File: src/rtl/countdown_timer.sv
// Countdown timer with prescaler, optional auto-reload and a one-cycle expiry pulse.
//
// state | meaning
// ------+-------------------------------------------------------------
// IDLE  | not counting; o_count holds its value until start or reset
// RUN   | counting down one step per prescaler tick while i_en is high
module countdown_timer #(
  parameter int WIDTH    = 10,
  parameter int PRESCALE = 1
) (
  input  logic             i_clk,
  input  logic             i_rst,
  input  logic             i_en,
  input  logic             i_start,
  input  logic             i_stop,
  input  logic             i_auto,
  input  logic [WIDTH-1:0] i_reload,
  output logic [WIDTH-1:0] o_count,
  output logic             o_busy,
  output logic             o_done
);

  // Prescaler needs at least one bit even when PRESCALE is 1 (it then stays at 0).
  localparam int PW = (PRESCALE > 1) ? $clog2(PRESCALE) : 1;
  localparam logic [PW-1:0] PRESC_LAST = PW'(PRESCALE - 1);

  typedef enum logic {IDLE = 1'b0, RUN = 1'b1} state_t;

  state_t           state_q, state_n;
  logic [WIDTH-1:0] count_q, count_n;
  logic [PW-1:0]    presc_q, presc_n;
  logic             done_q, done_n;
  logic             tick;

  assign tick = (state_q == RUN) && i_en && (presc_q == PRESC_LAST);

  // State, count, prescaler and done flag registers; reset wins over everything.
  always_ff @(posedge i_clk) begin
    if (i_rst) begin
      state_q <= IDLE;
      count_q <= '0;
      presc_q <= '0;
      done_q  <= 1'b0;
    end else begin
      state_q <= state_n;
      count_q <= count_n;
      presc_q <= presc_n;
      done_q  <= done_n;
    end
  end

  // Next-state logic: stop beats start, start beats tick processing.
  always_comb begin
    state_n = state_q;
    count_n = count_q;
    presc_n = presc_q;
    done_n  = 1'b0;
    if (i_stop) begin
      state_n = IDLE;
      presc_n = '0;
    end else if (i_start) begin
      presc_n = '0;
      count_n = i_reload;
      if (i_reload == '0) begin
        // Zero-length countdown expires immediately without entering RUN.
        state_n = IDLE;
        done_n  = 1'b1;
      end else begin
        state_n = RUN;
      end
    end else if ((state_q == RUN) && i_en) begin
      if (tick) begin
        presc_n = '0;
        if (count_q > WIDTH'(1)) begin
          count_n = count_q - WIDTH'(1);
        end else begin
          // Expiry; a zero reload value never re-arms so the timer cannot loop at 0.
          done_n = 1'b1;
          if (i_auto && (i_reload != '0)) begin
            count_n = i_reload;
          end else begin
            count_n = '0;
            state_n = IDLE;
          end
        end
      end else begin
        presc_n = presc_q + PW'(1);
      end
    end
  end

  assign o_count = count_q;
  assign o_busy  = (state_q == RUN);
  assign o_done  = done_q;

endmodule

File: config.mk
export PLATFORM = sky130hd
export DESIGN_NAME = countdown_timer
export DESIGN_NICKNAME = d
export VERILOG_FILES = /design/src/rtl/countdown_timer.sv
export SDC_FILE = /design/constraint.sdc
export NUM_CORES = 1
export LEC_CHECK = 0
export ABC_AREA = 0
export CORE_ASPECT_RATIO = 1.4
export CORE_UTILIZATION = 40
export CTS_CLUSTER_DIAMETER = 80
export DETAILED_ROUTE_END_ITERATION = 8
export PLACE_DENSITY_LB_ADDON = 0.05
export SYNTH_ARGS = -nofsm -noshare
export SYNTH_HDL_FRONTEND = slang
export SYNTH_SLANG_ARGS = --single-unit
File: constraint.sdc
create_clock -name i_clk -period 3.35 [get_ports i_clk]
set_input_delay 0.5025 -clock i_clk [delete_from_list [all_inputs] [get_ports i_clk]]
set_output_delay 0.5025 -clock i_clk [all_outputs]
set_load 0.005 [all_outputs]
==> results of run 1 <==
-- critical path: stages (launching register included) --
cell and delay (ps):
dfxtp_1 420, inv_1 100, ha_1 280, o21bai_1 370
nor2_1 60, or4_1 500, a21o_1 180, a311oi_2 250
-- cell type report --
| class | instances | area (um^2) | share of cell area [%] |
|---|---|---|---|
| Multi-Input combinational cell | 81 | 533.0 | 46.97 |
| Timing Repair Buffer | 27 | 270.3 | 23.81 |
| Sequential cell | 13 | 260.3 | 22.93 |
| Clock buffer | 4 | 26.28 | 2.315 |
| Tap cell | 21 | 26.28 | 2.315 |
| Inverter | 5 | 18.77 | 1.654 |
-- state kept, by name, indices dropped and copies added (netlist names) --
register  cells
presc_q       1
o_done        1
o_busy        1
o_count      10
-- layout by cell type (no fill, tap or decap), drive strengths merged --
cell,count
a21oi,2
a221oi,8
xnor2,3
and3b,1
or3,1
nand2,4
inv,5
nor3,10
a21o,2
a31o,1
and3,1
nand2b,1
dfxtp,13
clkdlybuf4s50,27
o21bai,1
nor4,3
a211oi,5
o21ai,2
and2,1
nand4,1
a311oi,2
ha,2
o2111ai,1
nand3,3
or2,1
clkbuf,4
mux2,1
nor2,16
xor2,2
a31oi,2
nor2b,1
nand3b,1
or4,2
-- cells by family (layout without fill, tap and decap cells) --
group           after synthesis  after routing  synth area share, %
flops                        13             13                31.42
buf+inv                       8             36                4.229
mux                           1              1                1.359
simple gates                 47             47                30.06
compound gates               26             26                24.62
fa+ha+maj                     2              2                3.021
xor+xnor                      5              5                5.288
-- power groups by stage --
stage | Combinational [uW] | Sequential [uW] | Clock, uW
CTS | 142 | 179 | 103
finish | 142 | 179 | 98.8
global route | 157 | 181 | 106
detailed placement | 141 | 183 | 0
global placement | 141 | 182 | 0
floorplan | 84.8 | 181 | 0
-- metal layers --
| layer | GRT usage, % | vias to the layer above | share of wire (%) |
|---|---|---|---|
| met1 | 32.57 | 414 | 44 |
| li1 | - | 443 | - |
| met5 | 0 | - | 0 |
| met3 | 2.800 | 4 | 5.6 |
| met4 | 9.524 | 0 | 1.4 |
| met2 | 35.15 | 24 | 49 |
-- worst paths after layout --
path	to	slack (ps)	cells after the start
max	o_count[9]	1100	7
min	presc_q	480	1
max reg2reg	o_count[9]	1100	7
min reg2reg	presc_q	480	1
-- through the flow --
step           instances  util [%]  setup slack, ps
2_1_floorplan        102         -             1318
3_3_place_gp         147     56.87             1029
3_5_place_dp         147     56.87             1017
4_1_cts              151     58.22             1100
5_1_grt              151     58.22            931.4
6_report             151     58.22             1104
==> results.sh, run 1 <==
export IMPL_status="completed"
export IMPL_power_uw=420.2
export IMPL_clk_pin_slew_ps=80
export IMPL_cts_resized=0
export IMPL_netlist_area_leader_share_pct=31.42
export IMPL_period_share_pct=67.04
export IMPL_placed_area_um2=1109
export IMPL_routed_wl_um=2257
export IMPL_fillers=178
export IMPL_numCtsBuffers=3
export IMPL_ys_flop_type="dfxtp_1"
export IMPL_die_y_um=55.85
export IMPL_hold_slack_ps=480.2
export IMPL_n_antenna_cell=0
export IMPL_maxCapViolCount=0
export IMPL_grt_pass1_wl_um=3753
export IMPL_core_area_um2=1949
export IMPL_worstSetupPathType="reg -> reg"
export IMPL_place_port_buffers=27
export IMPL_cts_tree="done"
export IMPL_grt_usage_pct=23.38
export IMPL_p_clk_share_pct=23.5
export IMPL_max_freq_ghz=0.4453
export IMPL_slew_headroom_pct=60.21
export IMPL_syn_area_um2=828.3
export IMPL_synth_cells=102
export IMPL_final_max_slew_viol_count=0
export IMPL_root_buffer="clkbuf_4"
export IMPL_avgSynthCellArea_um2=8.121
export IMPL_grt_overflow=0
export IMPL_hp_class="reg -> reg"
export IMPL_antenna_found_initial=0
export IMPL_syn_num_nets=120
export IMPL_cp_startpoint="o_count[0]"
export IMPL_period_needed_ps=2246
export IMPL_p_leak_uw=0.0004090
export IMPL_routabilityCongestion=0.7996
export IMPL_dr_pass1_iters=4
export IMPL_synth_top_cells_by_area="dfxtp_1 (31%), a221oi_1 (8.5%), nor2_1 (7.3%)"
export IMPL_initial_utilization_pct=42.49
export IMPL_pwr_share_seq_pct=42.6
export IMPL_endpoint_kind="flip-flop"
export IMPL_finalSetupViolations=0
export IMPL_rsz0062_at_grt="false"
export IMPL_ir_drop_mv=0.2245
export IMPL_skew_ps=3.076
export IMPL_die_area_um2=2259
export IMPL_drc=0
export IMPL_cts_hold_buf=0
export IMPL_clockBufferDepth=2
export IMPL_clkSinkCount=13
export IMPL_synth_edf_count=0
export IMPL_dieWidth_um=40.46
export IMPL_powerDensity_nw_per_um2=370.2
export IMPL_ant_nets=0
export IMPL_async_flop_share_pct=0
export IMPL_pin_count=28
export IMPL_design_area_um2=1135
export IMPL_ys_ff_latch=13
export IMPL_drive_gt1_share_pct=6.923
export IMPL_max_slew_worst_pin_slew_ps=592.3
export IMPL_power_internal_uw=283.7
export IMPL_avgRoutedWirePerCell_um=14.95
export IMPL_via_count=885
export IMPL_yosysWarningCount=0
export IMPL_htree_levels=1
export IMPL_first_iter_violations=21
export IMPL_area_delta_synth_final_pct=37.01
export IMPL_layout_nets=149
export IMPL_tns_ps=0
export IMPL_arrival_ps=2440
export IMPL_required_ps=3540
export IMPL_min_delay_start="presc_q"
export IMPL_critPathMaxFanout=5
export IMPL_synth_largest_area_cell="dfxtp_1"
export IMPL_hold_viol_final=0
export IMPL_post_cts_buffers=0
export IMPL_p_comb_share_pct=33.9
export IMPL_grt_pass1_vias=805
export IMPL_hpwl_um=1657
export IMPL_switching_share_pct=32.48
export IMPL_via_per_inst=5.861
export IMPL_grt_start_max_net_pins=14
export IMPL_placement_rows=19
export IMPL_yosys_top_cells_count="nor2_1 (16), dfxtp_1 (13), nor3_1 (9), a221oi_1 (8)"
export IMPL_r2r_start="o_count[0]"
export IMPL_clkLatencyLatePin_ps=270
export IMPL_synth_distinct_cells=37
export IMPL_yosysMostFrequentCell="nor2_1"
export IMPL_cp_start_kind="flip-flop"
export IMPL_seq_area_frac_synth_pct=31.42
export IMPL_switchingPower_uw=136.5
No activity file was read; power rests on OpenSTA's default activity.
==> run 2, diff against run 1 <==
Clock period 3.35 ns to 2.2 ns, I/O delays scaled along.
==> run 2 against run 1 <==
  * Sequential power up 49%
  * Non-clock buffer count grew 10
  * Wire length rose by 4.6%
  * Die area did not move
  * Largest power group unchanged
==> results.sh, run 2 (synthesis gave the netlist of run 1 again) <==
export IMPL_status="completed"
export IMPL_design_area_um2=1210
export IMPL_place_port_buffers=27
export IMPL_rsz0062_at_grt="false"
export IMPL_initial_utilization_pct=42.49
export IMPL_drc=0
export IMPL_placement_rows=19
export IMPL_grt_overflow=0
export IMPL_finish_utilization_pct=62.07
export IMPL_n_antenna_cell=0
export IMPL_htree_levels=1
export IMPL_grt_pass1_wl_um=4015
export IMPL_hold_path_end="presc_q"
export IMPL_period_needed_ps=1917
export IMPL_die_y_um=55.85
export IMPL_drive_gt1_share_pct=13.57
export IMPL_placed_area_um2=1184
export IMPL_hold_viol_final=0
export IMPL_avgRoutedWirePerCell_um=14.66
export IMPL_largest_reg_flops=10
export IMPL_grt_pass1_vias=901
export IMPL_holdPathStages=1
export IMPL_cp_start_kind="flip-flop"
export IMPL_skew_ps=2.981
export IMPL_finalSetupViolations=0
export IMPL_tns_ps=0
export IMPL_maxCapViolCount=0
export IMPL_reg2reg_depth=5
export IMPL_endpoint_kind="flip-flop"
export IMPL_final_common_cell="clkdlybuf4s50_1"
export IMPL_via_per_inst=5.863
export IMPL_ant_nets=0
export IMPL_r2r_start="o_count[2]"
export IMPL_clk_pin_slew_ps=90
export IMPL_arrival_ps=2110
export IMPL_grt_usage_pct=24.83
export IMPL_antenna_found_initial=0
export IMPL_cts_resized=0
export IMPL_period_share_pct=87.16
export IMPL_clkLatencyLatePin_ps=280
export IMPL_hp_class="reg -> reg"
export IMPL_worstReg2RegEnd="o_count[1]"
export IMPL_cts_tree="done"
export IMPL_instances_no_fill=161
export IMPL_min_delay_start="presc_q"
export IMPL_routed_wl_um=2360
export IMPL_area_delta_synth_final_pct=46.07
export IMPL_clockBufferDepth=2
export IMPL_dp_cells=157
export IMPL_r2r_slack_ps=280
export IMPL_ir_drop_mv=0.3612
export IMPL_max_freq_ghz=0.5215
export IMPL_dr_pass1_iters=4
export IMPL_core_area_um2=1949
export IMPL_worstSetupPathType="reg -> reg"
export IMPL_layout_nets=159
export IMPL_max_slew_worst_pin_slew_ps=537.5
export IMPL_die_area_um2=2259
export IMPL_mostFrequentLayoutCells="clkdlybuf4s50_1 (27), nor2_1 (16), dfxtp_1 (13)"
export IMPL_via_count=944
export IMPL_final_max_slew_viol_count=0
export IMPL_clkSinkCount=13
export IMPL_p_leak_uw=0.0004577
export IMPL_numCtsBuffers=3
export IMPL_grt_start_max_net_pins=14
export IMPL_powerDensity_nw_per_um2=556.6
export IMPL_critPathMaxFanout=8
export IMPL_slew_headroom_pct=64.05
export IMPL_root_buffer="clkbuf_4"
export IMPL_routabilityCongestion=0.7948
export IMPL_first_iter_violations=23
export IMPL_post_cts_buffers=0
export IMPL_required_ps=2400
export IMPL_dieWidth_um=40.46
export IMPL_hpwl_um=1790
export IMPL_pin_count=28
export IMPL_cts_hold_buf=0
## run 2: cell count changes in the layout (fill, tap and decap cells not counted), sizes merged
cell  before  now
buf        0   10
## run 2: per-layer routing
| metal | up-vias | global-route usage, % | wire, um |
|---|---|---|---|
| met4 | 0 | 11.90 | 67 |
| met3 | 10 | 3.600 | 96 |
| met1 | 441 | 33.42 | 1015 |
| met2 | 28 | 37.19 | 1181 |
| li1 | 465 | - | - |
| met5 | - | 0 | 0 |
## run 2: final cells by class
cell class,instances,area (um^2)
Clock buffer,4,26.28
Sequential cell,13,260.3
Inverter,5,18.77
Timing Repair Buffer,37,345.3
Fill cell,186,739.5
Tap cell,21,26.28
Multi-Input combinational cell,81,533.0
## run 2: report_power, final
part / switching, uW / internal [uW] / leakage [uW] / total (uW)
sequential: 16.7 / 251 / 0.000107 / 267
combinational: 117 / 132 / 0.000336 / 249
clock: 86.8 / 70.3 / 0.0000150 / 157
total: 220 / 453 / 0.000458 / 673
## run 2: metrics by stage
step | hold WS, ps | power [uW] | setup slack [ps]
finish | 483.1 | 673.5 | 282.6
global route | 508.7 | 711.4 | 87.25
CTS | 485.3 | 676.5 | 268.7
detailed placement | 462.4 | 521.0 | 105.1
global placement | 460.6 | 519.5 | 137.5
floorplan | 397.9 | 404.3 | 167.6
## run 2: worst max-delay path by stage
| stage | from | end | slack (ps) |
|---|---|---|---|
| after floorplan | o_count[0] | o_count[9] | 170 |
| after global placement | i_reload[0] | o_count[6] | 140 |
| after detailed placement | i_reload[0] | o_count[0] | 110 |
| after CTS | o_count[1] | o_count[9] | 270 |
| after global routing | o_count[1] | o_count[1] | 90 |
| final | o_count[2] | o_count[1] | 280 |
## run 2: worst max-delay path: stages (launching register included)
cell and delay, ps:
dfxtp_1 380, or3_1 460, nor3_4 340, a31o_2 310, a221oi_1 120, a211oi_1 220
